$ cat config.mk
export PLATFORM = sky130hd
export DESIGN_NAME = axis_pattern_gen_flat
export DESIGN_NICKNAME = d
export VERILOG_FILES = /design/src/rtl/axis_patgen_pkg.sv /design/src/rtl/axis_pattern_gen_if.sv /design/src/rtl/axis_patgen_lfsr32.sv /design/src/rtl/axis_pattern_gen.sv /design/src/flat_wrapper.sv
export SDC_FILE = /design/constraint.sdc
export NUM_CORES = 1
export LEC_CHECK = 0
export BUFFER_PORTS_ARGS = -buffer_cell sky130_fd_sc_hd__buf_4
export CAP_MARGIN = 20
export CORE_ASPECT_RATIO = 0.9
export CORE_UTILIZATION = 53
export CTS_CLUSTER_SIZE = 28
export DETAILED_ROUTE_END_ITERATION = 8
export GPL_ROUTABILITY_DRIVEN = 0
export PLACE_DENSITY = 0.78
export SLEW_MARGIN = 30
export SYNTH_ARGS = -nofsm -noshare
export SYNTH_HDL_FRONTEND = slang
export SYNTH_SLANG_ARGS = --single-unit
export TNS_END_PERCENT = 100
$ cat constraint.sdc
create_clock -name aclk -period 3.46 [get_ports aclk]
set_clock_uncertainty 0.2 [all_clocks]
set_input_delay 0.173 -clock aclk [delete_from_list [all_inputs] [get_ports aclk]]
set_output_delay 0.173 -clock aclk [all_outputs]
set_load 0.005 [all_outputs]
$ cat src/rtl/axis_patgen_pkg.sv
// -----------------------------------------------------------------------------
// axis_patgen_pkg
// Shared types and constants for the AXI4-Stream pattern generator:
//   mode_e    - payload pattern selector (up-count, down-count, LFSR)
//   state_e   - generator FSM states
//   LFSR_MASK - Galois feedback mask for x^32+x^22+x^2+x+1
//   lfsr_step - one right-shift Galois step
// -----------------------------------------------------------------------------
package axis_patgen_pkg;

  typedef enum logic [1:0] {
    MODE_UP   = 2'd0,
    MODE_DOWN = 2'd1,
    MODE_LFSR = 2'd2
  } mode_e;

  typedef enum logic [1:0] {
    ST_IDLE = 2'd0,
    ST_RUN  = 2'd1,
    ST_GAP  = 2'd2,
    ST_DONE = 2'd3
  } state_e;

  localparam logic [31:0] LFSR_MASK = 32'h8020_0003;

  function automatic logic [31:0] lfsr_step(input logic [31:0] s);
    return (s >> 1) ^ (s[0] ? LFSR_MASK : 32'h0);
  endfunction

endpackage

$ cat src/rtl/axis_pattern_gen_if.sv
// -----------------------------------------------------------------------------
// axis_pattern_gen_if
// AXI4-Stream bus carried between the pattern generator and its sink.
//   tdata  [DATA_W]   payload
//   tkeep  [DATA_W/8] byte enables
//   tlast             last beat of packet
//   tvalid            beat valid (master -> slave)
//   tready            sink ready (slave -> master)
// Modports: master (generator side), slave (sink side).
// -----------------------------------------------------------------------------
interface axis_pattern_gen_if #(
  parameter int DATA_W = 32
);
  logic [DATA_W-1:0]   tdata;
  logic [DATA_W/8-1:0] tkeep;
  logic                tlast;
  logic                tvalid;
  logic                tready;

  modport master (
    output tdata, tkeep, tlast, tvalid,
    input  tready
  );

  modport slave (
    input  tdata, tkeep, tlast, tvalid,
    output tready
  );
endinterface

$ cat src/rtl/axis_patgen_lfsr32.sv
// -----------------------------------------------------------------------------
// axis_patgen_lfsr32
// 32-bit right-shift Galois LFSR used as the pseudo-random payload source.
//   aclk, aresetn - clock, asynchronous active-low reset
//   load          - take seed (a zero seed becomes 1, zero is a lock-up state)
//   advance       - step once; load has priority
//   seed  [32]    - initial state
//   state [32]    - current state
// -----------------------------------------------------------------------------
module axis_patgen_lfsr32
  import axis_patgen_pkg::*;
(
  input  logic        aclk,
  input  logic        aresetn,
  input  logic        load,
  input  logic        advance,
  input  logic [31:0] seed,
  output logic [31:0] state
);

  always_ff @(posedge aclk or negedge aresetn) begin
    if (!aresetn) begin
      state <= 32'h1;
    end else if (load) begin
      state <= (seed == 32'h0) ? 32'h1 : seed;
    end else if (advance) begin
      state <= lfsr_step(state);
    end
  end

endmodule

$ cat src/rtl/axis_pattern_gen.sv
// -----------------------------------------------------------------------------
// axis_pattern_gen
// AXI4-Stream master producing framed test traffic: up-count, down-count or
// LFSR payload with programmable packet length, packet count and gap.
//
// Build option: define AXIS_PATGEN_LFSR_EN to compile in the LFSR payload
// (DATA_W must then be a multiple of 32). Without it, mode 2 is up-count.
//
// Ports:
//   aclk, aresetn      clock, asynchronous active-low reset
//   enable             start request in IDLE, stop request at packet boundary
//   mode [2]           0 up, 1 down, 2 LFSR, 3 up
//   packet_size [CNT_W] beats per packet (0 means 1)
//   num_packets [PKT_W] packets per run (0 means continuous)
//   gap_cycles [GAP_W]  idle cycles between packets
//   seed [DATA_W]       first data word of a run
//   m_axis              AXI4-Stream master (axis_pattern_gen_if.master)
//   busy                high whenever the FSM is not IDLE
//   done                one-cycle pulse at the end of a counted run
//   pkt_cnt [PKT_W]     packets completed in the current run
// -----------------------------------------------------------------------------
module axis_pattern_gen
  import axis_patgen_pkg::*;
#(
  parameter int DATA_W = 32,
  parameter int CNT_W  = 32,
  parameter int PKT_W  = 16,
  parameter int GAP_W  = 8
) (
  input  logic               aclk,
  input  logic               aresetn,
  input  logic               enable,
  input  logic [1:0]         mode,
  input  logic [CNT_W-1:0]   packet_size,
  input  logic [PKT_W-1:0]   num_packets,
  input  logic [GAP_W-1:0]   gap_cycles,
  input  logic [DATA_W-1:0]  seed,
  axis_pattern_gen_if.master m_axis,
  output logic               busy,
  output logic               done,
  output logic [PKT_W-1:0]   pkt_cnt
);

  if ((DATA_W % 8) != 0 || DATA_W < 8 || DATA_W > 512) begin : g_bad_data_w
    $error("axis_pattern_gen: DATA_W must be a multiple of 8 in 8..512");
  end

  state_e            state;
  mode_e             mode_q;
  mode_e             mode_in;
  logic [CNT_W-1:0]  last_beat_q;
  logic [CNT_W-1:0]  last_beat_in;
  logic [CNT_W-1:0]  beat_q;
  logic [PKT_W-1:0]  num_q;
  logic [PKT_W-1:0]  pkt_next;
  logic [GAP_W-1:0]  gap_q;
  logic [GAP_W-1:0]  gap_cnt;
  logic [DATA_W-1:0] data_q;
  logic [DATA_W-1:0] data_next;
  logic              tvalid_q;
  logic              tlast_q;
  logic              done_q;
  logic              handshake;

  // Mode 3 is reserved and folds onto up-count; mode 2 does too when the LFSR
  // is not compiled in.
  // NOTE: every always_comb output gets a default first, so no path can
  // leave it unassigned and infer a latch.
  always_comb begin
    mode_in = MODE_UP;
    case (mode)
      2'd1:    mode_in = MODE_DOWN;
`ifdef AXIS_PATGEN_LFSR_EN
      2'd2:    mode_in = MODE_LFSR;
`endif
      default: mode_in = MODE_UP;
    endcase
  end

  // Storing size-1 lets tlast be a plain equality against the beat index.
  assign last_beat_in = (packet_size == '0) ? '0 : packet_size - CNT_W'(1);
  assign pkt_next     = pkt_cnt + PKT_W'(1);
  assign data_next    = (mode_q == MODE_DOWN) ? data_q - DATA_W'(1)
                                              : data_q + DATA_W'(1);
  assign handshake    = tvalid_q && m_axis.tready;

  // NOTE: sequential state uses non-blocking assignments only, so every
  // register samples the pre-edge values regardless of statement order.
  always_ff @(posedge aclk or negedge aresetn) begin
    if (!aresetn) begin
      state       <= ST_IDLE;
      mode_q      <= MODE_UP;
      last_beat_q <= '0;
      beat_q      <= '0;
      num_q       <= '0;
      gap_q       <= '0;
      gap_cnt     <= '0;
      data_q      <= '0;
      pkt_cnt     <= '0;
      tvalid_q    <= 1'b0;
      tlast_q     <= 1'b0;
      done_q      <= 1'b0;
    end else begin
      done_q <= 1'b0;
      case (state)
        ST_IDLE: begin
          if (enable) begin
            mode_q      <= mode_in;
            last_beat_q <= last_beat_in;
            num_q       <= num_packets;
            gap_q       <= gap_cycles;
            data_q      <= seed;
            beat_q      <= '0;
            pkt_cnt     <= '0;
            tvalid_q    <= 1'b1;
            tlast_q     <= (last_beat_in == '0);
            state       <= ST_RUN;
          end
        end

        ST_RUN: begin
          // Outputs only move on a handshake, which keeps tdata/tlast stable
          // under backpressure and never drops tvalid without a transfer.
          if (handshake) begin
            data_q <= data_next;
            if (tlast_q) begin
              pkt_cnt <= pkt_next;
              beat_q  <= '0;
              if (num_q != '0 && pkt_next == num_q) begin
                tvalid_q <= 1'b0;
                tlast_q  <= 1'b0;
                done_q   <= 1'b1;
                state    <= ST_DONE;
              end else if (!enable) begin
                tvalid_q <= 1'b0;
                tlast_q  <= 1'b0;
                state    <= ST_IDLE;
              end else if (gap_q != '0) begin
                tvalid_q <= 1'b0;
                tlast_q  <= 1'b0;
                gap_cnt  <= gap_q - GAP_W'(1);
                state    <= ST_GAP;
              end else begin
                tlast_q <= (last_beat_q == '0);
              end
            end else begin
              beat_q  <= beat_q + CNT_W'(1);
              tlast_q <= (beat_q + CNT_W'(1) == last_beat_q);
            end
          end
        end

        ST_GAP: begin
          // gap_cnt starts at G-1, giving exactly G idle cycles.
          if (gap_cnt == '0) begin
            tvalid_q <= 1'b1;
            tlast_q  <= (last_beat_q == '0);
            state    <= ST_RUN;
          end else begin
            gap_cnt <= gap_cnt - GAP_W'(1);
          end
        end

        ST_DONE: begin
          state <= ST_IDLE;
        end

        default: state <= ST_IDLE;
      endcase
    end
  end

`ifdef AXIS_PATGEN_LFSR_EN
  if ((DATA_W % 32) != 0) begin : g_bad_lfsr_w
    $error("axis_pattern_gen: DATA_W must be a multiple of 32 with LFSR enabled");
  end

  localparam int LANES = DATA_W / 32;

  logic [31:0] lfsr_state;

  axis_patgen_lfsr32 u_lfsr (
    .aclk    (aclk),
    .aresetn (aresetn),
    .load    ((state == ST_IDLE) && enable),
    .advance ((state == ST_RUN) && handshake && (mode_q == MODE_LFSR)),
    .seed    (seed[31:0]),
    .state   (lfsr_state)
  );

  assign m_axis.tdata = (mode_q == MODE_LFSR) ? {LANES{lfsr_state}} : data_q;
`else
  assign m_axis.tdata = data_q;
`endif

  assign m_axis.tkeep  = '1;
  assign m_axis.tlast  = tlast_q;
  assign m_axis.tvalid = tvalid_q;
  assign busy          = (state != ST_IDLE);
  assign done          = done_q;

endmodule
$ cat src/flat_wrapper.sv
// flat-port wrapper written by rule: the top's interface ports become plain ports
module axis_pattern_gen_flat import axis_patgen_pkg::*;
#(
  parameter int DATA_W = 32,
  parameter int CNT_W  = 32,
  parameter int PKT_W  = 16,
  parameter int GAP_W  = 8
)
  (aclk, aresetn, enable, mode, packet_size, num_packets, gap_cycles, seed, busy, done, pkt_cnt, m_axis_tdata, m_axis_tkeep, m_axis_tlast, m_axis_tvalid, m_axis_tready);
  axis_pattern_gen_if #(.DATA_W(DATA_W)) m_axis_i ();
  input  logic aclk;
  input  logic aresetn;
  input  logic enable;
  input  logic [1:0] mode;
  input  logic [CNT_W-1:0] packet_size;
  input  logic [PKT_W-1:0] num_packets;
  input  logic [GAP_W-1:0] gap_cycles;
  input  logic [DATA_W-1:0] seed;
  output logic busy;
  output logic done;
  output logic [PKT_W-1:0] pkt_cnt;
  output wire logic [$bits(m_axis_i.tdata)-1:0] m_axis_tdata;
  output wire logic [$bits(m_axis_i.tkeep)-1:0] m_axis_tkeep;
  output wire logic [$bits(m_axis_i.tlast)-1:0] m_axis_tlast;
  output wire logic [$bits(m_axis_i.tvalid)-1:0] m_axis_tvalid;
  input wire logic [$bits(m_axis_i.tready)-1:0] m_axis_tready;
  assign m_axis_tdata = m_axis_i.tdata;
  assign m_axis_tkeep = m_axis_i.tkeep;
  assign m_axis_tlast = m_axis_i.tlast;
  assign m_axis_tvalid = m_axis_i.tvalid;
  assign m_axis_i.tready = m_axis_tready;
  axis_pattern_gen #(.DATA_W(DATA_W), .CNT_W(CNT_W), .PKT_W(PKT_W), .GAP_W(GAP_W)) u_core (.aclk(aclk), .aresetn(aresetn), .enable(enable), .mode(mode), .packet_size(packet_size), .num_packets(num_packets), .gap_cycles(gap_cycles), .seed(seed), .m_axis(m_axis_i), .busy(busy), .done(done), .pkt_cnt(pkt_cnt));
endmodule
# Yosys cells after proc, flatten, opt, wreduce, memory -nomap -nowiden

Cells that the tools add are included.

Memories kept: 0
Latch bits: 0
Input bits: 94
Logic and storage cells: 104
Bits in read-only memories: 0
Output and inout bits: 56
Register bits: 151
RAM bits: 0

Shift operators: 0
Bitwise operators: 0
Multiply operators: 0
Equality and inequality tests: 16
Div/mod/pow operators: 0
Reduce and logical (&&, ||, !) cells: 20
$lt $le $gt $ge: 0
Add/subtract/negate cells: 7
Mux-type cells: 49

Operators by type and width:

| operator              | count |
|---|---|
| $mux 32               | 7 |
| $pmux 32 s2           | 2 |
| $logic_not 32->1      | 3 |
| $add 32x1->32 const B | 2 |
| $sub 32x1->32 const B | 2 |
| $mux 16               | 3 |
| $mux 8                | 6 |
| $eq 32x32->1          | 1 |
| $pmux 16 s2           | 1 |
| $mux 1                | 19 |
| $add 16x1->16 const B | 1 |
| $eq 16x16->1          | 1 |
| $pmux 8 s2            | 1 |
| $reduce_bool 16->1    | 1 |
| $sub 8x1->8 const B   | 2 |
| $mux 2                | 7 |
| $logic_not 8->1       | 1 |
| $ne 2x1->1 const B    | 4 |
| $ne 2x2->1 const B    | 4 |
| $pmux 2 s4            | 1 |
| $reduce_and 4->1      | 2 |
| $reduce_bool 8->1     | 1 |
| $reduce_and 7->1      | 1 |
| $eq 2x1->1 const B    | 3 |
| 11 further kinds      | 16 |

# Longest topological paths before layout

Depth after elaboration: 7
Depth in mapped cells: 13
Depth with buffers taken out: 12

# Worst setup path before layout

Ideal clock, no wire load.

Path type: reg-to-reg
Start point: register u_core.mode_q[0]
End point: register u_core.data_q[25], in the netlist u_core.m_axis.tdata[25]
Period minus slack after synthesis: 3.329 ns
Setup time: 0.065 ns
Path buffers: 0
Arrival time: 3.064 ns
Setup slack: 0.131 ns
Cell stages (with the launch flop): 12
Data required time: 3.195 ns
Cell sequence: dfrtp_1 ha_1 a211oi_1 o21ai_0 a31oi_1 o31a_1 a21oi_1 o21a_1 o211ai_1 a21oi_1 o311ai_0 o21a_1

Word-level cells in the longest chain between the ends: 4

RTL lines:

| item                   | RTL line                | source |
|---|---|---|
| start, declared        | axis_pattern_gen.sv:49  | `mode_e mode_q;` |
| start signal, assigned | axis_pattern_gen.sv:108 | `mode_q <= mode_in;` |
| $eq 2x1->1             | axis_pattern_gen.sv:83  | `assign data_next = (mode_q == MODE_DOWN) ? data_q - DATA_W'(1)` |
| $mux 32                | axis_pattern_gen.sv:83  |  |
| $mux 32                | axis_pattern_gen.sv:124 | `if (handshake) begin` |
| $pmux 32 s2            | axis_pattern_gen.sv:105 | `case (state)` |
| end signal, assigned   | axis_pattern_gen.sv:125 | `data_q <= data_next;` |
| end, declared          | axis_pattern_gen.sv:58  | `logic [DATA_W-1:0] data_q;` |

Every way passes these cells. The select of a mux whose other input is x is not followed.
A chain may end at the register's enable or synchronous reset.

# Worst setup path in the final report

Start point: input port packet_size[1]
End point: register u_core.tlast_q, in the netlist u_core.m_axis.tlast

Word-level cells in the longest chain between the ends: 5
Elaborated cells on any way between the ends: 6
Classes of those cells: add/sub (1); mux (3); reduce/logical (2)

RTL lines:

| item                                                     | RTL line                | source |
|---|---|---|
| start, declared                                          | flat_wrapper.sv:15      | `input logic [CNT_W-1:0] packet_size;` |
| $sub 32x1->32 / $logic_not 32->1 (equally long branches) | axis_pattern_gen.sv:81  | `assign last_beat_in = (packet_size == '0) ? '0 : packet_size - CNT_W'(1);` |
| $mux 32 (*)                                              | axis_pattern_gen.sv:81  |  |
| $logic_not 32->1 (*)                                     | axis_pattern_gen.sv:116 | `tlast_q <= (last_beat_in == '0);` |
| $mux 1 (*)                                               | axis_pattern_gen.sv:107 | `if (enable) begin` |
| $pmux 1 s3 (*)                                           | axis_pattern_gen.sv:105 |  |
| end signal, assigned                                     | axis_pattern_gen.sv:116 |  |
| end signal, assigned                                     | axis_pattern_gen.sv:144 | `tlast_q <= (last_beat_q == '0);` |
| end signal, assigned                                     | axis_pattern_gen.sv:148 | `tlast_q <= (beat_q + CNT_W'(1) == last_beat_q);` |
| end, declared                                            | axis_pattern_gen.sv:61  | `logic tlast_q;` |

Every way passes the cells marked *; elsewhere a longest branch is shown, timed or not. The select of a mux whose other input is x is not followed.

==> reports/qor.log <==
[pwr] power per cell area 295 mW/mm²
[floorplanning] standard-cell row count 48
[timing] fmax 0.304 GHz
[pwr] Sequential Power Share 43.8%
[logic_synthesis] cell taking the most area after synthesis sky130_fd_sc_hd__dfrtp_1
[grt] number of antenna violations at the first check in global routing 0
[job] number of max-capacitance violations reported 0
[worst_setup_path] slowest stage delay, CP 0.57 ns
[status] status completed
[route] Antenna Nets Post-Route 0
[place] buffers added on ports 145
[worst_setup_path] Max FO, Critical Path 6
[logic_synthesis] number of synthesized flops with an enable pin 0
[grt] maximum number of pins on one net before global-route repair 85
[place] number of instances in the placed design 1623
[worst_setup_path] CP cell instances dlygate4sd3_1 > buf_4 > or4_1 > nor3_2 > nand2_1 > or4_1 > nor4_2 > xnor2_1 > o21ai_0 > nor4_1 > o21ai_0 > o211ai_2
[route] routed len/inst 17.4 µm
[timing] number of max-slew violations in the final report 0
[logic_synthesis] async set-reset flop share out of synthesis 100%
[timing] transition time at the pin with the least slew margin 0.793 ns
[grt] grt total ovfl 0
[logic_synthesis] cells taking the most area after synthesis sky130_fd_sc_hd__dfrtp_1 35%, sky130_fd_sc_hd__xnor2_1 6.7%, sky130_fd_sc_hd__o21ai_0 6.5%
[route] DRC violations left 0
[cts] insertion delay to the later sink of the worst-skew pair 0.43 ns
[worst_setup_path] slowest cell on the critical path sky130_fd_sc_hd__or4_1
[timing] fraction of the cycle the final worst path needs 95.2%
[worst_setup_path] cell class contributing the biggest share of worst-path delay simple AND/OR/NAND/NOR gates
[logic_synthesis] number of warnings printed during yosys synthesis 0
[cts] root buffer cell sky130_fd_sc_hd__clkbuf_16
[grt] first-pass GRT wire length 48700 µm
[cells_and_area] layout overhead on the synthesized area 27.6%
[floorplanning] Initial Util 54.8%
[pwr] static leakage power 0.00617 µW
[cts] clock buffer count from CTS 17
[floorplanning] total die area 0.0207 mm²
[cts] Longest Clk Path Bufs 2
[place] placed wire-length estimate 20700 µm
[cells_and_area] number of antenna cells inserted 0
[logic_synthesis] cell count after synthesis 1257
[logic_synthesis] dominant cell by count in the synthesized netlist sky130_fd_sc_hd__nand2_1
[timing] Fin. Hold Viols 0
[cells_and_area] number of fillers in the final layout 1487
[worst_setup_path] category of the critical setup timing path input port to flip-flop
[grt] vias in the first global route 9625
[pwr] Total Power Consumption 4020 µW
[cts] post-CTS clock slew at the launch and capture registers of the worst setup and hold paths 0.06 ns
[floorplanning] x dimension of the die 152 µm
[floorplanning] Core Region 0.0195 mm²
[timing] Rel. slew slack 47.1%
[logic_synthesis] Cell Area, Synth 0.0107 mm²
[floorplanning] number of top-level pins 150
[cts] clock net sink count 150
[cells_and_area] count of non-filler cells in the finished layout 1746
[worst_setup_path] endpoint arrival time on the critical path 3.44 ns
[logic_synthesis] sequential cell area fraction in the yosys report 35.2%
[route] per-cell via count in the routed design 5.99
[route] total wire length after detailed routing 30400 µm
[logic_synthesis] list of most frequent post-synthesis cells 151 x sky130_fd_sc_hd__nand2_1, 150 x sky130_fd_sc_hd__dfrtp_1, 138 x sky130_fd_sc_hd__o21ai_0, 82 x sky130_fd_sc_hd__nor2_1, 82 x sky130_fd_sc_hd__xnor2_1
[cells_and_area] final standard cell utilization of the core 70.0%
[route] number of optimization iterations in the first detailed-route pass 8
[cells_and_area] fraction of layout instances using a drive strength above 1 17.9%
[worst_setup_path] worst path required time 3.61 ns
[logic_synthesis] synthesized area per cell 8.49 µm²
[timing] final setup violation count 0
[timing] Final TNS setup 0 ns
[timing] final critical delay including setup and external delays 3.29 ns
[cts] H-tree Lvls 4
[cts] clock tree from TritonCTS done
[pwr] Worst IR Drop VDD 311 µV
[logic_synthesis] Synth Register Bits 150
[pwr] Int Pwr 3030 µW
[logic_synthesis] distinct cell type count of the synthesized netlist 71
[pwr] part of the power in combinational logic 7.5%
[worst_setup_path] Critical Path End Type flip-flop
[floorplanning] Die Ht 137 µm
[worst_setup_path] Buffers & Inverters on Critical Path 2
[hold_path] worst min-delay path category input port to flip-flop
[worst_setup_path] crit start category input port
[cells_and_area] layout net count 1616
[logic_synthesis] predominant post-synthesis flop cell sky130_fd_sc_hd__dfrtp_1
[route] Detailed Route Iter0 Violations 900
[pwr] switching power of the nets 993 µW
[grt] aggregate global-route resource usage 30.0%
[pwr] Clock power frac 48.7%
[pwr] fraction of power spent switching nets 24.7%
[logic_synthesis] area share of the largest cell type after synthesis 35.2%
[route] number of vias after detailed routing 10500
==> area by class of cell <==
cell class                 instances  area [µm²]  area share, %
multi-input combinational       1019        6530           48.0
clock buffer                      18         429           3.15
inverter                          24        90.1          0.662
sequential                       150        3750           27.6
clock inverter                    14         180           1.32
timing repair buffer             271        2320           17.0
tap                              250         313           2.30
==> through the flow <==
| stage | hold WS (ns) | cell area, µm² | worst slack (ns) |
|---|---|---|---|
| global route | 0.0172 | 13600 | -0.0201 |
| global placement | 0.0739 | 12000 | 0.333 |
| CTS | 0.00826 | 13600 | 0.122 |
| floorplan | -0.323 | 10700 | 0.131 |
| finish | 0.0220 | 13600 | 0.167 |
| detailed placement | 0.0752 | 12100 | 0.240 |
==> layout by cell type (no fill, tap or decap), drive strengths merged, types with 5 or more instances in the layout <==
cell / instances
nand4: 16
a21o: 9
inv: 34
nand2b: 13
nor3: 41
dlygate4sd3: 90
a31oi: 20
or4: 5
or3: 9
nor2: 82
and4: 7
o31ai: 39
xor2: 40
dfrtp: 150
o21a: 8
o22ai: 7
nand3: 46
nand2: 151
clkbuf: 18
nor3b: 6
and2: 10
ha: 38
xnor2: 82
buf: 181
nor4: 34
mux2i: 17
nor2b: 6
a21oi: 74
mux2: 26
a211oi: 15
o21ai: 140
and3: 26
==> metal layers <==
| layer | GRT usage (%) | share of wire, % | vias up |
|---|---|---|---|
| li1 | - | - | 5017 |
| met1 | 41.8 | 44 | 4912 |
| met2 | 47.4 | 46 | 464 |
| met3 | 5.30 | 8.1 | 61 |
| met4 | 9.35 | 2.2 | 0 |
| met5 | 0 | 0 | - |
==> power by group through the flow <==
stage | logic (µW) | registers [µW] | clock network, µW
6_report | 301 | 1760 | 1960
5_1_grt | 326 | 1760 | 2040
4_1_cts | 295 | 1760 | 1970
3_5_place_dp | 214 | 1790 | 0
3_3_place_gp | 211 | 1790 | 0
2_1_floorplan | 57.2 | 1790 | 0
==> registers in the layout, summed over array words and instances, names as in the netlist, 2 cells and up <==
signal / count
u_core.beat_q: 32
u_core.gap_cnt: 8
u_core.gap_q: 8
u_core.last_beat_q: 32
u_core.m_axis.tdata: 32
u_core.num_q: 16
u_core.pkt_cnt: 16
u_core.state: 2
==> kinds of logic after synthesis <==
group	Yosys count	share of synthesized area, %
flip-flops	150	35.2
AO/OA/AOI/OAI	349	19.7
buffers and inverters	91	4.05
adder cells (fa/ha/maj)	39	4.64
other	1	0.0352
XOR/XNOR	122	10.0
multiplexers	43	4.34
AND/OR/NAND/NOR	462	22.0
==> worst reg2reg max path: stages (launching register included) <==
cell	delay, ns
sky130_fd_sc_hd__dfrtp_1	0.48
sky130_fd_sc_hd__nand3_2	0.25
sky130_fd_sc_hd__nor3_4	0.42
sky130_fd_sc_hd__nand3_1	0.13
sky130_fd_sc_hd__mux2_2	0.30
sky130_fd_sc_hd__o31ai_1	0.38
sky130_fd_sc_hd__nor4_2	0.12
sky130_fd_sc_hd__o21ai_1	0.35
sky130_fd_sc_hd__nand2_1	0.22
sky130_fd_sc_hd__nor3b_1	0.22
sky130_fd_sc_hd__nor3_1	0.07
==> repair_timing <==
item	4_1_cts	5_1_grt
setup endpoints to repair	0	4
hold buffers	90	0
setup buffers	0	1
resized for setup	0	8
endpoints found under the hold margin	169	0
==> path summary, 6_finish.rpt <==
| check | start | endpoint | slack (ns) | cells past startpoint |
|---|---|---|---|---|
| worst max-delay path | packet_size[1] | u_core.m_axis.tlast$_DFFE_PN0P_ | 0.17 | 12 |
| worst min-delay path | packet_size[3] | u_core.last_beat_q[3]$_DFFE_PN0P_ | 0.02 | 4 |
| worst max register to register | u_core.pkt_cnt[2]$_DFFE_PN0P_ | u_core.gap_cnt[4]$_DFFE_PN0P_ | 0.21 | 10 |
| worst min register to register | u_core.beat_q[31]$_DFFE_PN0P_ | u_core.beat_q[31]$_DFFE_PN0P_ | 0.31 | 1 |
| max in group asynchronous | aresetn | u_core.last_beat_q[20]$_DFFE_PN0P_ | 2.13 | 3 |
| min in group asynchronous | aresetn | u_core.m_axis.tdata[4]$_DFFE_PN0P_ | 0.15 | 2 |
Note: power is estimated with default switching activity, not from simulation.
